$ cat src/rtl/sw_pkg.sv
// Shared types and helpers for the Smith-Waterman sequence loader.
package sw_pkg;

  localparam int LEN_REF_DEF   = 64;
  localparam int LEN_QUERY_DEF = 48;

  typedef enum logic [2:0] {
    LOAD_REF,
    LOAD_Q,
    KICK,
    STREAM,
    WAIT,
    DONE
  } sw_state_t;

  localparam logic [7:0] ASCII_A_UP = 8'h41;
  localparam logic [7:0] ASCII_C_UP = 8'h43;
  localparam logic [7:0] ASCII_G_UP = 8'h47;
  localparam logic [7:0] ASCII_T_UP = 8'h54;
  localparam logic [7:0] ASCII_A_LO = 8'h61;
  localparam logic [7:0] ASCII_C_LO = 8'h63;
  localparam logic [7:0] ASCII_G_LO = 8'h67;
  localparam logic [7:0] ASCII_T_LO = 8'h74;

  typedef struct packed {
    logic [1:0] sym;
    logic       bad;
  } base_code_t;

  // Map one ASCII byte to a 2-bit base; unknown bytes become A and raise bad.
  function automatic base_code_t encode_base(input logic [7:0] ch);
    base_code_t r;
    r.sym = 2'd0;
    r.bad = 1'b0;
    case (ch)
      ASCII_A_UP, ASCII_A_LO: r.sym = 2'd0;
      ASCII_C_UP, ASCII_C_LO: r.sym = 2'd1;
      ASCII_G_UP, ASCII_G_LO: r.sym = 2'd2;
      ASCII_T_UP, ASCII_T_LO: r.sym = 2'd3;
      default:                r.bad = 1'b1;
    endcase
    return r;
  endfunction

endpackage

$ cat src/rtl/sw_char_encoder.sv
// Registered ASCII to 2-bit nucleotide encoder; output valid follows the strobe by one cycle.
module sw_char_encoder
  import sw_pkg::*;
(
  input  logic       clk,
  input  logic       reset,
  input  logic       strobe,
  input  logic [7:0] ascii,
  output logic       sym_valid,
  output logic [1:0] sym,
  output logic       sym_bad
);

  base_code_t code;

  assign code = encode_base(ascii);

  // Capture the encoded symbol whenever a character is accepted.
  always_ff @(posedge clk) begin
    if (reset) begin
      sym_valid <= 1'b0;
      sym       <= 2'd0;
      sym_bad   <= 1'b0;
    end else begin
      sym_valid <= strobe;
      if (strobe) begin
        sym     <= code.sym;
        sym_bad <= code.bad;
      end
    end
  end

endmodule

$ cat src/rtl/sw_seq_loader.sv
// Buffers one reference/query pair from the host, replays it into the SW core and returns the result.
module sw_seq_loader
  import sw_pkg::*;
#(
  parameter int LEN_REF         = LEN_REF_DEF,
  parameter int LEN_QUERY       = LEN_QUERY_DEF,
  parameter int WIDTH_SCORE     = 8,
  parameter int WIDTH_POS_REF   = 7,
  parameter int WIDTH_POS_QUERY = 6,
  parameter int TIMEOUT         = 1023
) (
  input  logic                       clk,
  input  logic                       reset,
  input  logic                       in_valid,
  output logic                       in_ready,
  input  logic [7:0]                 in_char,
  output logic                       sw_rst,
  output logic                       sw_valid,
  output logic [1:0]                 sw_ref,
  output logic [1:0]                 sw_query,
  input  logic                       sw_finish,
  input  logic [WIDTH_SCORE-1:0]     sw_max,
  input  logic [WIDTH_POS_REF-1:0]   sw_pos_ref,
  input  logic [WIDTH_POS_QUERY-1:0] sw_pos_query,
  output logic                       out_valid,
  output logic [WIDTH_SCORE-1:0]     out_max,
  output logic [WIDTH_POS_REF-1:0]   out_pos_ref,
  output logic [WIDTH_POS_QUERY-1:0] out_pos_query,
  output logic                       err_char,
  output logic                       err_timeout
);

  localparam int CW  = $clog2(LEN_REF + 1);
  localparam int RAW = (LEN_REF > 1) ? $clog2(LEN_REF) : 1;
  localparam int QAW = (LEN_QUERY > 1) ? $clog2(LEN_QUERY) : 1;
  localparam int TW  = $clog2(TIMEOUT + 1);

  localparam logic [CW-1:0] REF_LAST = CW'(LEN_REF - 1);
  localparam logic [CW-1:0] QRY_LAST = CW'(LEN_QUERY - 1);
  localparam logic [CW-1:0] QRY_LEN  = CW'(LEN_QUERY);
  localparam logic [TW-1:0] WD_LAST  = TW'(TIMEOUT - 1);

  sw_state_t     state, state_nxt;
  logic [CW-1:0] wr_cnt, wr_cnt_nxt;
  logic [CW-1:0] rd_cnt, rd_cnt_nxt;
  logic [TW-1:0] wd_cnt, wd_cnt_nxt;
  logic          xfer;
  logic          finish_hit;
  logic          timeout_hit;

  logic          sym_valid;
  logic [1:0]    sym;
  logic          sym_bad;
  logic [CW-1:0] wr_addr_q;
  logic          wr_qry_q;

  logic [1:0]    ref_mem [LEN_REF];
  logic [1:0]    qry_mem [LEN_QUERY];
  logic [1:0]    qry_word;
  logic          stream_nxt;

  assign in_ready   = (state == LOAD_REF) || (state == LOAD_Q);
  assign xfer       = in_valid && in_ready;
  assign out_valid  = (state == DONE);
  assign stream_nxt = (state_nxt == STREAM);

  sw_char_encoder u_enc (
    .clk       (clk),
    .reset     (reset),
    .strobe    (xfer),
    .ascii     (in_char),
    .sym_valid (sym_valid),
    .sym       (sym),
    .sym_bad   (sym_bad)
  );

  // Delay the write address and target buffer so they line up with the encoder output.
  always_ff @(posedge clk) begin
    if (reset) begin
      wr_addr_q <= '0;
      wr_qry_q  <= 1'b0;
    end else if (xfer) begin
      wr_addr_q <= wr_cnt;
      wr_qry_q  <= (state == LOAD_Q);
    end
  end

  // Symbol buffers; contents are simply overwritten by the next load, so no reset is needed.
  always_ff @(posedge clk) begin
    if (sym_valid) begin
      if (wr_qry_q) begin
        qry_mem[wr_addr_q[QAW-1:0]] <= sym;
      end else begin
        ref_mem[wr_addr_q[RAW-1:0]] <= sym;
      end
    end
  end

  // The last query symbol lands in the buffer during KICK, so forward it if it is read in the same cycle.
  always_comb begin
    qry_word = qry_mem[rd_cnt_nxt[QAW-1:0]];
    if (sym_valid && wr_qry_q && (wr_addr_q == rd_cnt_nxt)) begin
      qry_word = sym;
    end
  end

  // Next-state, counter and watchdog decisions for the load/kick/stream/wait sequence.
  always_comb begin
    state_nxt   = state;
    wr_cnt_nxt  = wr_cnt;
    rd_cnt_nxt  = rd_cnt;
    wd_cnt_nxt  = wd_cnt;
    finish_hit  = 1'b0;
    timeout_hit = 1'b0;
    case (state)
      LOAD_REF: begin
        if (xfer) begin
          if (wr_cnt == REF_LAST) begin
            wr_cnt_nxt = '0;
            state_nxt  = LOAD_Q;
          end else begin
            wr_cnt_nxt = wr_cnt + 1'b1;
          end
        end
      end
      LOAD_Q: begin
        if (xfer) begin
          if (wr_cnt == QRY_LAST) begin
            wr_cnt_nxt = '0;
            state_nxt  = KICK;
          end else begin
            wr_cnt_nxt = wr_cnt + 1'b1;
          end
        end
      end
      KICK: begin
        rd_cnt_nxt = '0;
        state_nxt  = STREAM;
      end
      STREAM: begin
        if (rd_cnt == REF_LAST) begin
          rd_cnt_nxt = '0;
          wd_cnt_nxt = '0;
          state_nxt  = WAIT;
        end else begin
          rd_cnt_nxt = rd_cnt + 1'b1;
        end
      end
      WAIT: begin
        if (sw_finish) begin
          finish_hit = 1'b1;
          state_nxt  = DONE;
        end else if (wd_cnt == WD_LAST) begin
          timeout_hit = 1'b1;
          state_nxt   = DONE;
        end else begin
          wd_cnt_nxt = wd_cnt + 1'b1;
        end
      end
      DONE: begin
        wd_cnt_nxt = '0;
        state_nxt  = LOAD_REF;
      end
      default: state_nxt = LOAD_REF;
    endcase
  end

  // State and counter registers.
  always_ff @(posedge clk) begin
    if (reset) begin
      state  <= LOAD_REF;
      wr_cnt <= '0;
      rd_cnt <= '0;
      wd_cnt <= '0;
    end else begin
      state  <= state_nxt;
      wr_cnt <= wr_cnt_nxt;
      rd_cnt <= rd_cnt_nxt;
      wd_cnt <= wd_cnt_nxt;
    end
  end

  // Core-facing outputs are registered from the next state so they align with KICK and STREAM.
  always_ff @(posedge clk) begin
    if (reset) begin
      sw_rst   <= 1'b0;
      sw_valid <= 1'b0;
      sw_ref   <= 2'd0;
      sw_query <= 2'd0;
    end else begin
      sw_rst   <= (state_nxt == KICK);
      sw_valid <= stream_nxt;
      sw_ref   <= stream_nxt ? ref_mem[rd_cnt_nxt[RAW-1:0]] : 2'd0;
      sw_query <= (stream_nxt && (rd_cnt_nxt < QRY_LEN)) ? qry_word : 2'd0;
    end
  end

  // Capture the core result, or zeros on a watchdog abort, and hold it until the next run.
  always_ff @(posedge clk) begin
    if (reset) begin
      out_max       <= '0;
      out_pos_ref   <= '0;
      out_pos_query <= '0;
      err_timeout   <= 1'b0;
    end else if (finish_hit) begin
      out_max       <= sw_max;
      out_pos_ref   <= sw_pos_ref;
      out_pos_query <= sw_pos_query;
    end else if (timeout_hit) begin
      out_max       <= '0;
      out_pos_ref   <= '0;
      out_pos_query <= '0;
      err_timeout   <= 1'b1;
    end
  end

  // Sticky flag for any non-ACGT character that made it into a buffer.
  always_ff @(posedge clk) begin
    if (reset) begin
      err_char <= 1'b0;
    end else if (sym_valid && sym_bad) begin
      err_char <= 1'b1;
    end
  end

endmodule

$ cat config.mk
export PLATFORM = sky130hd
export DESIGN_NAME = sw_seq_loader
export DESIGN_NICKNAME = d
export VERILOG_FILES = /design/src/rtl/sw_pkg.sv /design/src/rtl/sw_char_encoder.sv /design/src/rtl/sw_seq_loader.sv
export SDC_FILE = /design/constraint.sdc
export NUM_CORES = 1
export LEC_CHECK = 0
export CELL_PAD_IN_SITES_DETAIL_PLACEMENT = 0
export CELL_PAD_IN_SITES_GLOBAL_PLACEMENT = 1
export CORE_AREA = 3 3 208 210
export CTS_BUF_LIST = sky130_fd_sc_hd__clkbuf_4 sky130_fd_sc_hd__clkbuf_8
export DETAILED_ROUTE_END_ITERATION = 8
export DIE_AREA = 0 0 211 213
export GPL_TIMING_DRIVEN = 0
export PLACE_DENSITY = 0.55
export SYNTH_ARGS = -nofsm -noshare
export SYNTH_HDL_FRONTEND = slang
export SYNTH_SLANG_ARGS = --single-unit
$ cat constraint.sdc
create_clock -name clk -period 8.3 [get_ports clk]
set_clock_uncertainty 0.05 [all_clocks]
set_input_delay 1.66 -clock clk [delete_from_list [all_inputs] [get_ports clk]]
set_output_delay 1.66 -clock clk [all_outputs]
set_load 0.03 [all_outputs]
==> results.md, run 1 <==
Status:
- The run finished with clean final reports.

Synth:
- The number of distinct library cells after synthesis is 70.
- The fraction of the yosys area taken by sequential cells is 0.649.
- The flop and latch count out of synthesis is between 200 and 300.
- The proportion of netlist area held by the largest area contributor is 0.540.
- The number of enable flip-flop cells after synthesis is between 200 and 250.
- The count of warnings emitted by yosys is 0.
- Sorting the synthesized cells by area gives the leading types as sky130_fd_sc_hd__edfxtp_1 54%, sky130_fd_sc_hd__dfxtp_1 11%, sky130_fd_sc_hd__nor2_1 5.4%.
- The post-synthesis instance area is between 10000 and 15000 µm².
- The number of instances in the synthesized netlist is between 1000 and 1500.
- The synthesized area per cell is 11.5 µm².
- The net count after synthesis is approximately 1100.
- The dominant synthesized flop cell is sky130_fd_sc_hd__edfxtp_1.
- Of all cell types, the one taking the most synthesized area is sky130_fd_sc_hd__edfxtp_1.
- The fraction of registers with async set or reset after synthesis is 0.

Routing:
- In the routed design, unresolved DRC markers number 0.
- The wire length reported by the detailed router is around 40000 µm.
- The total number of vias is roughly 9100.
- Dividing the detail-routed wire length by the instance count gives between 20 and 25 µm.
- The total iterations of the first detailed-routing run is 5.
- After the first detailed-routing iteration, the DRC count stood at 594.
- After detailed routing, the number of vias per cell comes to 5.12.
- The number of antenna-violating nets in the routed design is 0.

STA:
- The worst max-slew margin expressed relative to the limit is 0.0184.
- The worst slack on hold paths is ~0.42 ns.
- The actual slew at the worst max-slew pin is 1.43 ns.
- Of the available clock period, the critical path in the final layout requires 0.534.
- The number of hold-slack violations in the final timing report was 0.
- Counting I/O delays and the setup requirement, the final critical path takes approximately 4.4 ns.
- Setup repair after global routing left no endpoint under its margin.
- The sum of negative setup slack is 0 ns.
- The number of endpoints failing setup at the final stage is 0.
- The top achievable clock speed is between 0.2 and 0.25 GHz.
- The final-report max-slew violation count came to 0.

Placed design:
- The wire-length estimate of the detail-placed layout is around 26000 µm.
- The number of placed instances, taps included is approximately 1700.
- At the end of routability-driven placement, the weighted congestion stood at a little under 0.8.
- The number of buffers added on ports is slightly above 60.
- After detailed placement, the total cell area comes to roughly 14000 µm².

Clock tree:
- TritonCTS built the clock tree.
- No sink is reached through more buffers than the 3 on the longest clock path.
- The number of hold buffers added after CTS was 0.
- Buffers added to address setup during post-CTS repair amount to 0.
- The clock slew seen by the registers of the worst setup and hold paths is 0.06 ns.
- The number of H-tree levels is 2.
- The later pin in the worst-skew pair is clocked with a latency of 0.58 ns.
- The post-cts repair resize count is 0.
- The number of CTS-inserted buffers is 50.
- The sink count of the clock tree is approximately 300.
- The tree is rooted in a sky130_fd_sc_hd__clkbuf_8.

Global routing:
- The initial antenna violation count came to 0.
- The first global-routing pass estimated 58900 µm of wire.
- The global route total overflow is 0.
- The number of global-route vias before repair is roughly 9200.
- Entering global routing, the biggest net connects between 70 and 80 pins.
- The overall routing resource usage is 0.177.

Floorplan:
- For this design the top-level I/O count stands at between 60 and 70.
- The horizontal extent of the die is between 200 and 250 µm.
- The starting utilization of the core area is 0.298.
- In this run the core area contains 75 standard-cell rows.
- The die area is 44900 µm².
- The floorplan step set the die height to 213 µm.
- The core region is 41800 µm².

Critical path:
- The required time of the worst setup path is approximately 8.8 ns.
- The critical path endpoint category is a flip-flop.
- The number of cells on the worst reg-to-reg path is 10.
- STA classifies the critical path startpoint as an input port.
- The worst register-to-register path has a setup slack of ~4.2 ns.
- The critical path class is input port to flip-flop.
- The maximum net fanout on the critical path is 5.
- The worst setup path endpoint is sw_ref[1].
- The terminus of the critical flop-to-flop path is sw_ref[1].
- The critical path goes through clkdlybuf4s50_1 -> nand4bb_1 -> nor3_1 -> o22a_1 -> nor2_1 -> a21boi_0 -> nand2_1 -> a2111oi_0 -> a211o_1.
- The startpoint of the most critical register-to-register path is rd_cnt[0].
- Among all stages on the critical path, the largest delay is contributed by sky130_fd_sc_hd__a21boi_0.
- The data arrival time of the critical path is ~5 ns.
- Tracing the worst setup path back leads to its startpoint at in_valid.
- The delay of the slowest critical-path stage is roughly 0.9 ns.

Finish:
- The filler cells instantiated in the layout total between 4000 and 5000.
- The summed area of non-filler cells in the final layout is around 15000 µm².
- The number of antenna diodes is 0.
- Of the cells placed in the final design, the portion with a size suffix greater than 1 is 0.101.
- The leading cell type in the layout, fill and taps excluded is sky130_fd_sc_hd__edfxtp_1.
- The finished layout holds 1776 standard cells, fillers aside.
- The sequential cells in the finished layout cover a total of ~8000 µm².
- The number of nets in the final layout is roughly 1200.
- The library cells used most frequently in the layout, excluding fill and tap cells, are 224 x sky130_fd_sc_hd__edfxtp_1, 180 x sky130_fd_sc_hd__nor2_1, 179 x sky130_fd_sc_hd__nand2_1.
- The post-synthesis to final-layout area growth is 18.9%.
- The area used by multi-input combinational logic is around 4000 µm².

Power and ir drop:
- The standby leakage power is 5.08 nW.
- The total power divided by cell area is 197 nW/µm².
- The maximum vdd drop is ~0.094 mV.
- The final total power is between 2 and 3 mW.

Worst hold path:
- The worst hold path belongs to the class flip-flop to flip-flop.

Flow run:
- The max-cap check violation count is 0.
through the flow:
step                      worst slack (ns)   util
after floorplan                       5.02      -
after global placement                3.21  0.329
after detailed placement              3.30  0.331
after CTS                             3.90  0.355
after global routing                  3.67  0.355
final                                 3.87  0.355
area by class of cell:
class | instances | area share
Multi-Input combinational cell | 715 | 0.269
Inverter | 9 | 0.00228
Sequential cell | 292 | 0.546
Buffer | 67 | 0.0236
Clock inverter | 19 | 0.00726
Tap cell | 539 | 0.0455
Timing Repair Buffer | 63 | 0.0449
Clock buffer | 72 | 0.0610
per-layer routing:
layer,global-route usage,up-vias,share of wire,wire (µm)
li1,-,4205,-,-
met1,0.237,4486,0.45,17900
met2,0.289,318,0.46,18200
met3,0.0389,81,0.070,2790
met4,0.0508,0,0.028,1130
met5,0,-,0,0
cell usage after synthesis, drive strengths merged (2+ instances only):
cell	count
nand3b	10
dfxtp	68
a32oi	10
clkbuf	37
ha	4
a311oi	12
nor4bb	2
a21o	5
o211ai	2
nand2	180
a211o	3
a211oi	20
mux2i	29
nor2	180
a31oi	15
or3	3
a22oi	22
nor4b	2
edfxtp	224
nor3	14
buf	30
o21ai	11
a21oi	33
o31a	3
o221ai	2
xnor2	12
nand4	12
nand3	45
o2111ai	2
nand2b	7
inv	9
a221oi	4
nor4	2
a21boi	3
or3b	3
xor2	10
nor2b	3
mux4	5
and2	8
o21a	2
and3	18
sequential cells by signal, summed over array words and instances (netlist names), 2 cells and up:
register / count
state: 3
wd_cnt: 10
wr_cnt: 7
out_pos_query: 6
out_pos_ref: 7
rd_cnt: 7
qry_mem: 96
u_enc.sym: 2
wr_addr_q: 7
sw_ref: 2
out_max: 8
sw_query: 2
ref_mem: 128
critical path: cells and delay by family:
| kind | cells | cell delay, ns |
|---|---|---|
| compound gates | 4 | 1.90 |
| buf+inv | 1 | 0.52 |
| simple gates | 4 | 0.81 |
report_power, final:
group	switching, mW	leakage [nW]	internal (mW)
sequential	0.00279	2.75	1.56
clock	0.597	0.534	0.728
combinational	0.0227	1.80	0.0189
total	0.623	5.08	2.30
cells by family (layout without fill, tap and decap cells):
| group | Yosys count | after routing | synth area share |
|---|---|---|---|
| AND/OR/NAND/NOR | 496 | 496 | 0.176 |
| flip-flops | 292 | 292 | 0.649 |
| AO/OA/AOI/OAI | 159 | 159 | 0.0922 |
| buffers and inverters | 76 | 230 | 0.0308 |
| multiplexers | 34 | 34 | 0.0323 |
| XOR/XNOR | 22 | 22 | 0.0155 |
| adder cells (fa/ha/maj) | 4 | 4 | 0.00402 |
how the worst min path moves through the flow:
| stage | start | end | cells past startpoint |
|---|---|---|---|
| finish | wr_qry_q | wr_qry_q | 2 |
| CTS | wr_qry_q | wr_qry_q | 2 |
| floorplan | wr_qry_q | wr_qry_q | 2 |
| global route | wr_cnt[5] | wr_addr_q[5] | 2 |
| global placement | err_timeout | err_timeout | 2 |
| detailed placement | wr_qry_q | wr_qry_q | 2 |
(Power assumes the default switching activity.)
==> inputs of run 2 (changes only) <==
==> constraint.sdc (replaced) <==
create_clock -name clk -period 4.5 [get_ports clk]
set_clock_uncertainty 0.05 [all_clocks]
set_input_delay 0.9 -clock clk [delete_from_list [all_inputs] [get_ports clk]]
set_output_delay 0.9 -clock clk [all_outputs]
set_load 0.03 [all_outputs]
==> results of run 2 <==
Same layout as run 1 (identical final DEF). Status: finished, final reports clean.
Main changes from that run: setup slack after placement 3.30 ns -> 0.260 ns; setup slack after layout 3.87 ns -> 0.443 ns; start point of the critical path in_valid -> rd_cnt[0]; register-to-register setup slack 4.24 ns -> 0.44 ns; total power 2.93 mW -> 5.40 mW; worst IR drop on VDD 0.0941 mV -> 0.174 mV
==> inputs of run 3 (changes only) <==
--- a/config.mk
+++ b/config.mk
@@ -9,6 +9,7 @@
 export CELL_PAD_IN_SITES_GLOBAL_PLACEMENT = 1
 export CORE_AREA = 3 3 208 210
 export CTS_BUF_LIST = sky130_fd_sc_hd__clkbuf_4 sky130_fd_sc_hd__clkbuf_8
+export CTS_CLUSTER_SIZE = 30
 export DETAILED_ROUTE_END_ITERATION = 8
 export DIE_AREA = 0 0 211 213
 export GPL_TIMING_DRIVEN = 0
==> results of run 3 <==
Same layout as run 1 (identical final DEF). Status: finished, final reports clean.
Main changes from that run: setup slack after placement 3.30 ns -> 0.260 ns; setup slack after layout 3.87 ns -> 0.443 ns; start point of the critical path in_valid -> rd_cnt[0]; register-to-register setup slack 4.24 ns -> 0.44 ns; total power 2.93 mW -> 5.40 mW; worst IR drop on VDD 0.0941 mV -> 0.174 mV
